[src/rtl/dec_param_strobe_pkg.sv]
// Shared types for the binary/one-hot decoder family.
// The state encoding is fixed (IDLE=0, HOLD=1) so the matching encoder and any
// bound checkers agree on what the debug state output means.
package dec_param_strobe_pkg;

  typedef enum logic {
    ST_IDLE = 1'b0,
    ST_HOLD = 1'b1
  } state_t;

endpackage

[src/rtl/dec_bin2oh.sv]
// Combinational binary-to-one-hot decode with range flag.
// An index at or beyond ONEHOT_WIDTH decodes to all zeros and clears o_in_range.
// This can only happen when ONEHOT_WIDTH is not a power of two.
module dec_bin2oh #(
  parameter int ONEHOT_WIDTH = 16,
  parameter int BIN_WIDTH    = $clog2(ONEHOT_WIDTH)
) (
  input  logic [BIN_WIDTH-1:0]    i_bin,
  output logic [ONEHOT_WIDTH-1:0] o_one_hot,
  output logic                    o_in_range
);

  localparam logic [31:0] WIDTH_U = ONEHOT_WIDTH;

  // One comparator per output line; at most one line can match.
  for (genvar i = 0; i < ONEHOT_WIDTH; i++) begin : g_line
    assign o_one_hot[i] = (i_bin == BIN_WIDTH'(i));
  end

  // Zero-extend the index so the range test never truncates ONEHOT_WIDTH.
  assign o_in_range = (32'(i_bin) < WIDTH_U);

endmodule

[src/rtl/dec_param_strobe.sv]
// Binary-to-one-hot strobe generator.
// An accepted index drives its one-hot line for exactly HOLD_CYCLES clocks.
// An out-of-range index is consumed without a strobe and raises a sticky error.
//
// Handshake: a transfer happens on a rising edge where i_valid && o_ready.
// o_ready comes only from registered state: it is high in IDLE, and high in
// the last HOLD cycle (cnt==0). It never looks at i_valid, so upstream may
// assert or drop i_valid freely without forming a combinational loop.
// Upstream need not keep i_valid high while o_ready is low.
// While o_ready is low, i_valid and i_bin are ignored.
module dec_param_strobe
  import dec_param_strobe_pkg::*;
#(
  parameter int ONEHOT_WIDTH = 16,
  parameter int BIN_WIDTH    = $clog2(ONEHOT_WIDTH),
  parameter int HOLD_CYCLES  = 4,
  parameter int CNT_WIDTH    = $clog2(HOLD_CYCLES + 1)
) (
  input  logic                    i_clk,
  input  logic                    i_rst_n,
  input  logic [BIN_WIDTH-1:0]    i_bin,
  input  logic                    i_valid,
  output logic                    o_ready,
  output logic [ONEHOT_WIDTH-1:0] o_one_hot,
  output logic                    o_active,
  output logic                    o_err,
  input  logic                    i_clr_err,
  output logic                    o_state
);

  // The counter holds the remaining extra cycles after the first strobe cycle.
  localparam logic [CNT_WIDTH-1:0] CNT_LOAD = CNT_WIDTH'(HOLD_CYCLES - 1);

  state_t                  state_q, state_d;
  logic [CNT_WIDTH-1:0]    cnt_q, cnt_d;
  logic [ONEHOT_WIDTH-1:0] one_hot_q, one_hot_d;
  logic                    active_q, active_d;
  logic                    err_q, err_d;

  logic [ONEHOT_WIDTH-1:0] dec_one_hot;
  logic                    dec_in_range;
  logic                    ready;
  logic                    accept;

  dec_bin2oh #(
    .ONEHOT_WIDTH (ONEHOT_WIDTH),
    .BIN_WIDTH    (BIN_WIDTH)
  ) u_bin2oh (
    .i_bin      (i_bin),
    .o_one_hot  (dec_one_hot),
    .o_in_range (dec_in_range)
  );

  // Ready from state only: idle, or the final cycle of a hold.
  always_comb begin
    ready = (state_q == ST_IDLE) || (cnt_q == '0);
  end

  assign accept = i_valid && ready;

  // Next-state logic. The load path is shared by IDLE and the final HOLD cycle.
  // This sharing gives back-to-back strobes with no idle gap between them.
  always_comb begin
    state_d   = state_q;
    cnt_d     = cnt_q;
    one_hot_d = one_hot_q;
    active_d  = active_q;
    unique case (state_q)
      ST_IDLE: begin
        if (accept) begin
          if (dec_in_range) begin
            one_hot_d = dec_one_hot;
            active_d  = 1'b1;
            cnt_d     = CNT_LOAD;
            state_d   = ST_HOLD;
          end else begin
            one_hot_d = '0;
            active_d  = 1'b0;
            cnt_d     = '0;
            state_d   = ST_IDLE;
          end
        end
      end
      ST_HOLD: begin
        if (cnt_q != '0) begin
          cnt_d = cnt_q - CNT_WIDTH'(1);
        end else if (accept && dec_in_range) begin
          one_hot_d = dec_one_hot;
          active_d  = 1'b1;
          cnt_d     = CNT_LOAD;
          state_d   = ST_HOLD;
        end else begin
          // Hold expired, and either nothing new arrived or a bad index was consumed.
          one_hot_d = '0;
          active_d  = 1'b0;
          cnt_d     = '0;
          state_d   = ST_IDLE;
        end
      end
      default: begin
        one_hot_d = '0;
        active_d  = 1'b0;
        cnt_d     = '0;
        state_d   = ST_IDLE;
      end
    endcase
  end

  // Sticky error: a bad index that arrives in the same cycle as a clear takes priority.
  always_comb begin
    err_d = err_q;
    if (accept && !dec_in_range) begin
      err_d = 1'b1;
    end else if (i_clr_err) begin
      err_d = 1'b0;
    end
  end

  // State and output registers. Asserting reset clears the outputs at once.
  always_ff @(posedge i_clk or negedge i_rst_n) begin
    if (!i_rst_n) begin
      state_q   <= ST_IDLE;
      cnt_q     <= '0;
      one_hot_q <= '0;
      active_q  <= 1'b0;
      err_q     <= 1'b0;
    end else begin
      state_q   <= state_d;
      cnt_q     <= cnt_d;
      one_hot_q <= one_hot_d;
      active_q  <= active_d;
      err_q     <= err_d;
    end
  end

  assign o_ready   = ready;
  assign o_one_hot = one_hot_q;
  assign o_active  = active_q;
  assign o_err     = err_q;
  assign o_state   = state_q;

endmodule
[config.mk]
export PLATFORM = sky130hd
export DESIGN_NAME = dec_param_strobe
export DESIGN_NICKNAME = d
export VERILOG_FILES = /design/src/rtl/dec_param_strobe_pkg.sv /design/src/rtl/dec_bin2oh.sv /design/src/rtl/dec_param_strobe.sv
export SDC_FILE = /design/constraint.sdc
export NUM_CORES = 1
export LEC_CHECK = 0
export BUFFER_PORTS_ARGS = -buffer_cell sky130_fd_sc_hd__buf_2
export CELL_PAD_IN_SITES_DETAIL_PLACEMENT = 1
export CELL_PAD_IN_SITES_GLOBAL_PLACEMENT = 2
export CORE_MARGIN = 1.5
export CORE_UTILIZATION = 30
export CTS_BUF_LIST = sky130_fd_sc_hd__clkbuf_4 sky130_fd_sc_hd__clkbuf_8
export CTS_CLUSTER_DIAMETER = 40
export DETAILED_ROUTE_END_ITERATION = 16
export GPL_TIMING_DRIVEN = 0
export PLACE_DENSITY = 0.81
export SYNTH_ARGS = -nofsm -noshare
export SYNTH_HDL_FRONTEND = slang
export SYNTH_SLANG_ARGS = --single-unit
[constraint.sdc]
create_clock -name i_clk -period 1.47 [get_ports i_clk]
set_clock_uncertainty 0.15 [all_clocks]
set_input_delay 0.147 -clock i_clk [delete_from_list [all_inputs] [get_ports i_clk]]
set_output_delay 0.147 -clock i_clk [all_outputs]
set_load 0.02 [all_outputs]
==> impl_metrics.ini <==
[clock_tree]
worst_skew_pair.late_latency_ps = 300
cts_buffers = 3
cts_buffer_depth = 2
cts_tree = yes
clk_pin_slew_ps = 120
cts.sinks = 21
htreeDepth = 1
cts-root-buf = clkbuf_4

[detailed_routing]
drc_errors = 0
via_per_inst = 4.89
vias = 772
wirelength_um = 2230
firstDrtPassIters = 4
drt_first_iter_violations = 8
ant_nets = 0
wl_per_cell_um = 14.1

[critical_path]
arrival_ps = 1570
crit_required_ps = 1510
crit_path_end_kind = register
ff2ff_path_depth = 6
crit-reg2reg-launch = cnt_q[0]$_DFFE_PN0P_
start_kind = register
criticalPathCategory = register to register
r2r-end = o_one_hot[9]$_DFFE_PN0P_
worstPathMaxFanout = 7
r2r_setup_slack_ps = -60

[die]
rows = 20
die_width_um = 59.3
die_area_sq_um = 3520
ios = 28
initial_core_util_pct = 31.4
core_area_sq_um = 3030
die_y_um = 59.3

[min_path]
hold_class = input port to register
hold_depth = 3
whs_endpoint = o_state$_DFF_PN0_
hp-start = i_valid

[power_and_ir_drop]
ir_drop_v = 0.000644
finalPower_uw = 2380
power_leakage_uw = 0.000642
power_density_nw_per_um2 = 1890

[sta]
fmax_ghz = 0.653
drv_slew = 0
whs_ps = 12.5
rsz0062_at_grt = yes
min_period_over_period_pct = 104
finalHoldViolations = 0
final-setup-viol-count = 15
setup_slack_ps = -60.7
min_period_ps = 1530

[logic_synthesis]
synth_area_sq_um = 951
yosysTopAreaCellShare_pct = 55.3
yosysSeqAreaShare_pct = 55.3
ys_warn_count = 0
synth_area_leaders = dfrtp_1 55%, a32o_1 12%, a22o_2 3.2%, ha_1 2.6%, nor2b_1 2.6%
synth_top_cell_by_area = dfrtp_1
synthDistinctLibCells = 26
synth.net_count = 86
ys_ff_latch = 21
synth.avg_cell_area_sq_um = 12.5
synthCells = 76

[grt]
grt_pass1_vias = 742
grt_max_degree = 22
grtUsageTotal_pct = 13.8
grt_pass1_wl_um = 3620
overflow = 0
antenna_found_initial = 0

[place]
place_congestion = 0.678
port_buffers = 25
dpl.hpwl_um = 1640

[layout]
nets = 125
antenna_cells = 0
area_growth_pct = 32.5
drive_above_1_share_pct = 44.7

[run_status]
status = complete, but fails checks
violations = setup timing

[run]
drv_cap = 0
cell type report:
type / instances / area [sq um]
clock inverter: 1 / 5.00
multi-input combinational: 46 / 387
buffer: 4 / 37.5
clock buffer: 3 / 22.5
fill: 337 / 1770
timing repair buffer: 34 / 209
sequential: 21 / 526
tap: 44 / 55.1
inverter: 5 / 18.8
cell families after synthesis:
group	after synthesis	synth area share [%]
adder cells (fa/ha/maj)	2	2.63
flip-flops	21	55.3
multiplexers	1	2.37
AND/OR/NAND/NOR	17	10.7
other	1	0.394
AO/OA/AOI/OAI	25	22.8
buffers and inverters	9	5.92
stage by stage:
| stage | setup TNS [ps] | setup WS (ps) | utilization (%) | instances | instance area, sq um |
|---|---|---|---|---|---|
| detailed placement | -2310 | -187 | 37.6 | 145 | 1140 |
| floorplan | -533 | -56.3 | - | 76 | 958 |
| global route | -1950 | -138 | 41.6 | 158 | 1260 |
| finish | -688 | -60.7 | 41.6 | 158 | 1260 |
| global placement | -1840 | -155 | 37.6 | 145 | 1140 |
| CTS | -716 | -61.3 | 41.6 | 158 | 1260 |
power by group:
part / switching, uW / internal, uW
Clock: 174 / 101
Combinational: 654 / 618
Sequential: 98.8 / 739
state kept, by name (all words and copies together), names as in the netlist:
name / cells
o_one_hot: 16
cnt_q: 3
o_state: 1
o_active: 1
critical path, stage by stage (launching register included):
cell,delay (ps)
dfrtp_1,410
inv_2,90
ha_4,150
nor2b_4,170
mux2i_4,120
buf_6,150
a32o_1,190
cell usage after synthesis:
cell type / n
a211o_1: 1
a21boi_2: 1
a21o_1: 1
a21oi_1: 4
a22o_1: 2
a22o_2: 3
a32o_1: 11
and2_1: 1
and3_1: 1
buf_4: 2
buf_6: 2
conb_1: 1
dfrtp_1: 21
ha_1: 2
inv_1: 5
mux2i_4: 1
nand2_1: 2
nand2b_4: 1
nand3_1: 2
nor2_1: 3
nor2b_1: 4
nor2b_2: 1
nor3_1: 1
nor3b_1: 1
o21ai_0: 1
o22ai_1: 1
worst max path at each step:
stage                    startpoint                        end  slack, ps  cells after the start
3_5_place_dp   cnt_q[0]$_DFFE_PN0P_   o_one_hot[2]$_DFFE_PN0P_       -190                      6
4_1_cts        cnt_q[0]$_DFFE_PN0P_   o_one_hot[9]$_DFFE_PN0P_        -60                      6
6_report       cnt_q[0]$_DFFE_PN0P_   o_one_hot[9]$_DFFE_PN0P_        -60                      6
3_3_place_gp   cnt_q[0]$_DFFE_PN0P_   o_one_hot[2]$_DFFE_PN0P_       -160                      6
5_1_grt        cnt_q[0]$_DFFE_PN0P_   o_one_hot[9]$_DFFE_PN0P_       -140                      6
2_1_floorplan  cnt_q[0]$_DFFE_PN0P_  o_one_hot[10]$_DFFE_PN0P_        -60                      6
routing by layer:
metal	vias to the layer above	global-route usage, %	wire, um
met1	396	18.7	1020
met3	2	3.06	90
li1	355	-	-
met5	-	0	0
met4	0	2.92	13
met2	19	22.4	1110
layout by cell type, fill, tap and decap left out, types with 2 or more instances in the layout:
cell	count
a22o_2	3
a32o_1	11
dfrtp_1	21
buf_2	24
inv_1	3
nand2_1	2
nor2b_1	4
buf_4	8
a22o_1	2
nor2_1	3
clkbuf_4	3
nand3_1	2
inv_2	2
buf_6	5
a21oi_1	4
timing repair:
item / 4_1_cts / 5_1_grt
endpoints found under the setup margin: 19 / 20
hold buffers: 1 / 0
pin swaps: 4 / 1
setup buffers: 7 / 0
gates cloned: 1 / 0
gates resized for setup: 8 / 1
hold endpoints to repair: 21 / 0
Note: power is estimated with default switching activity, not from simulation.
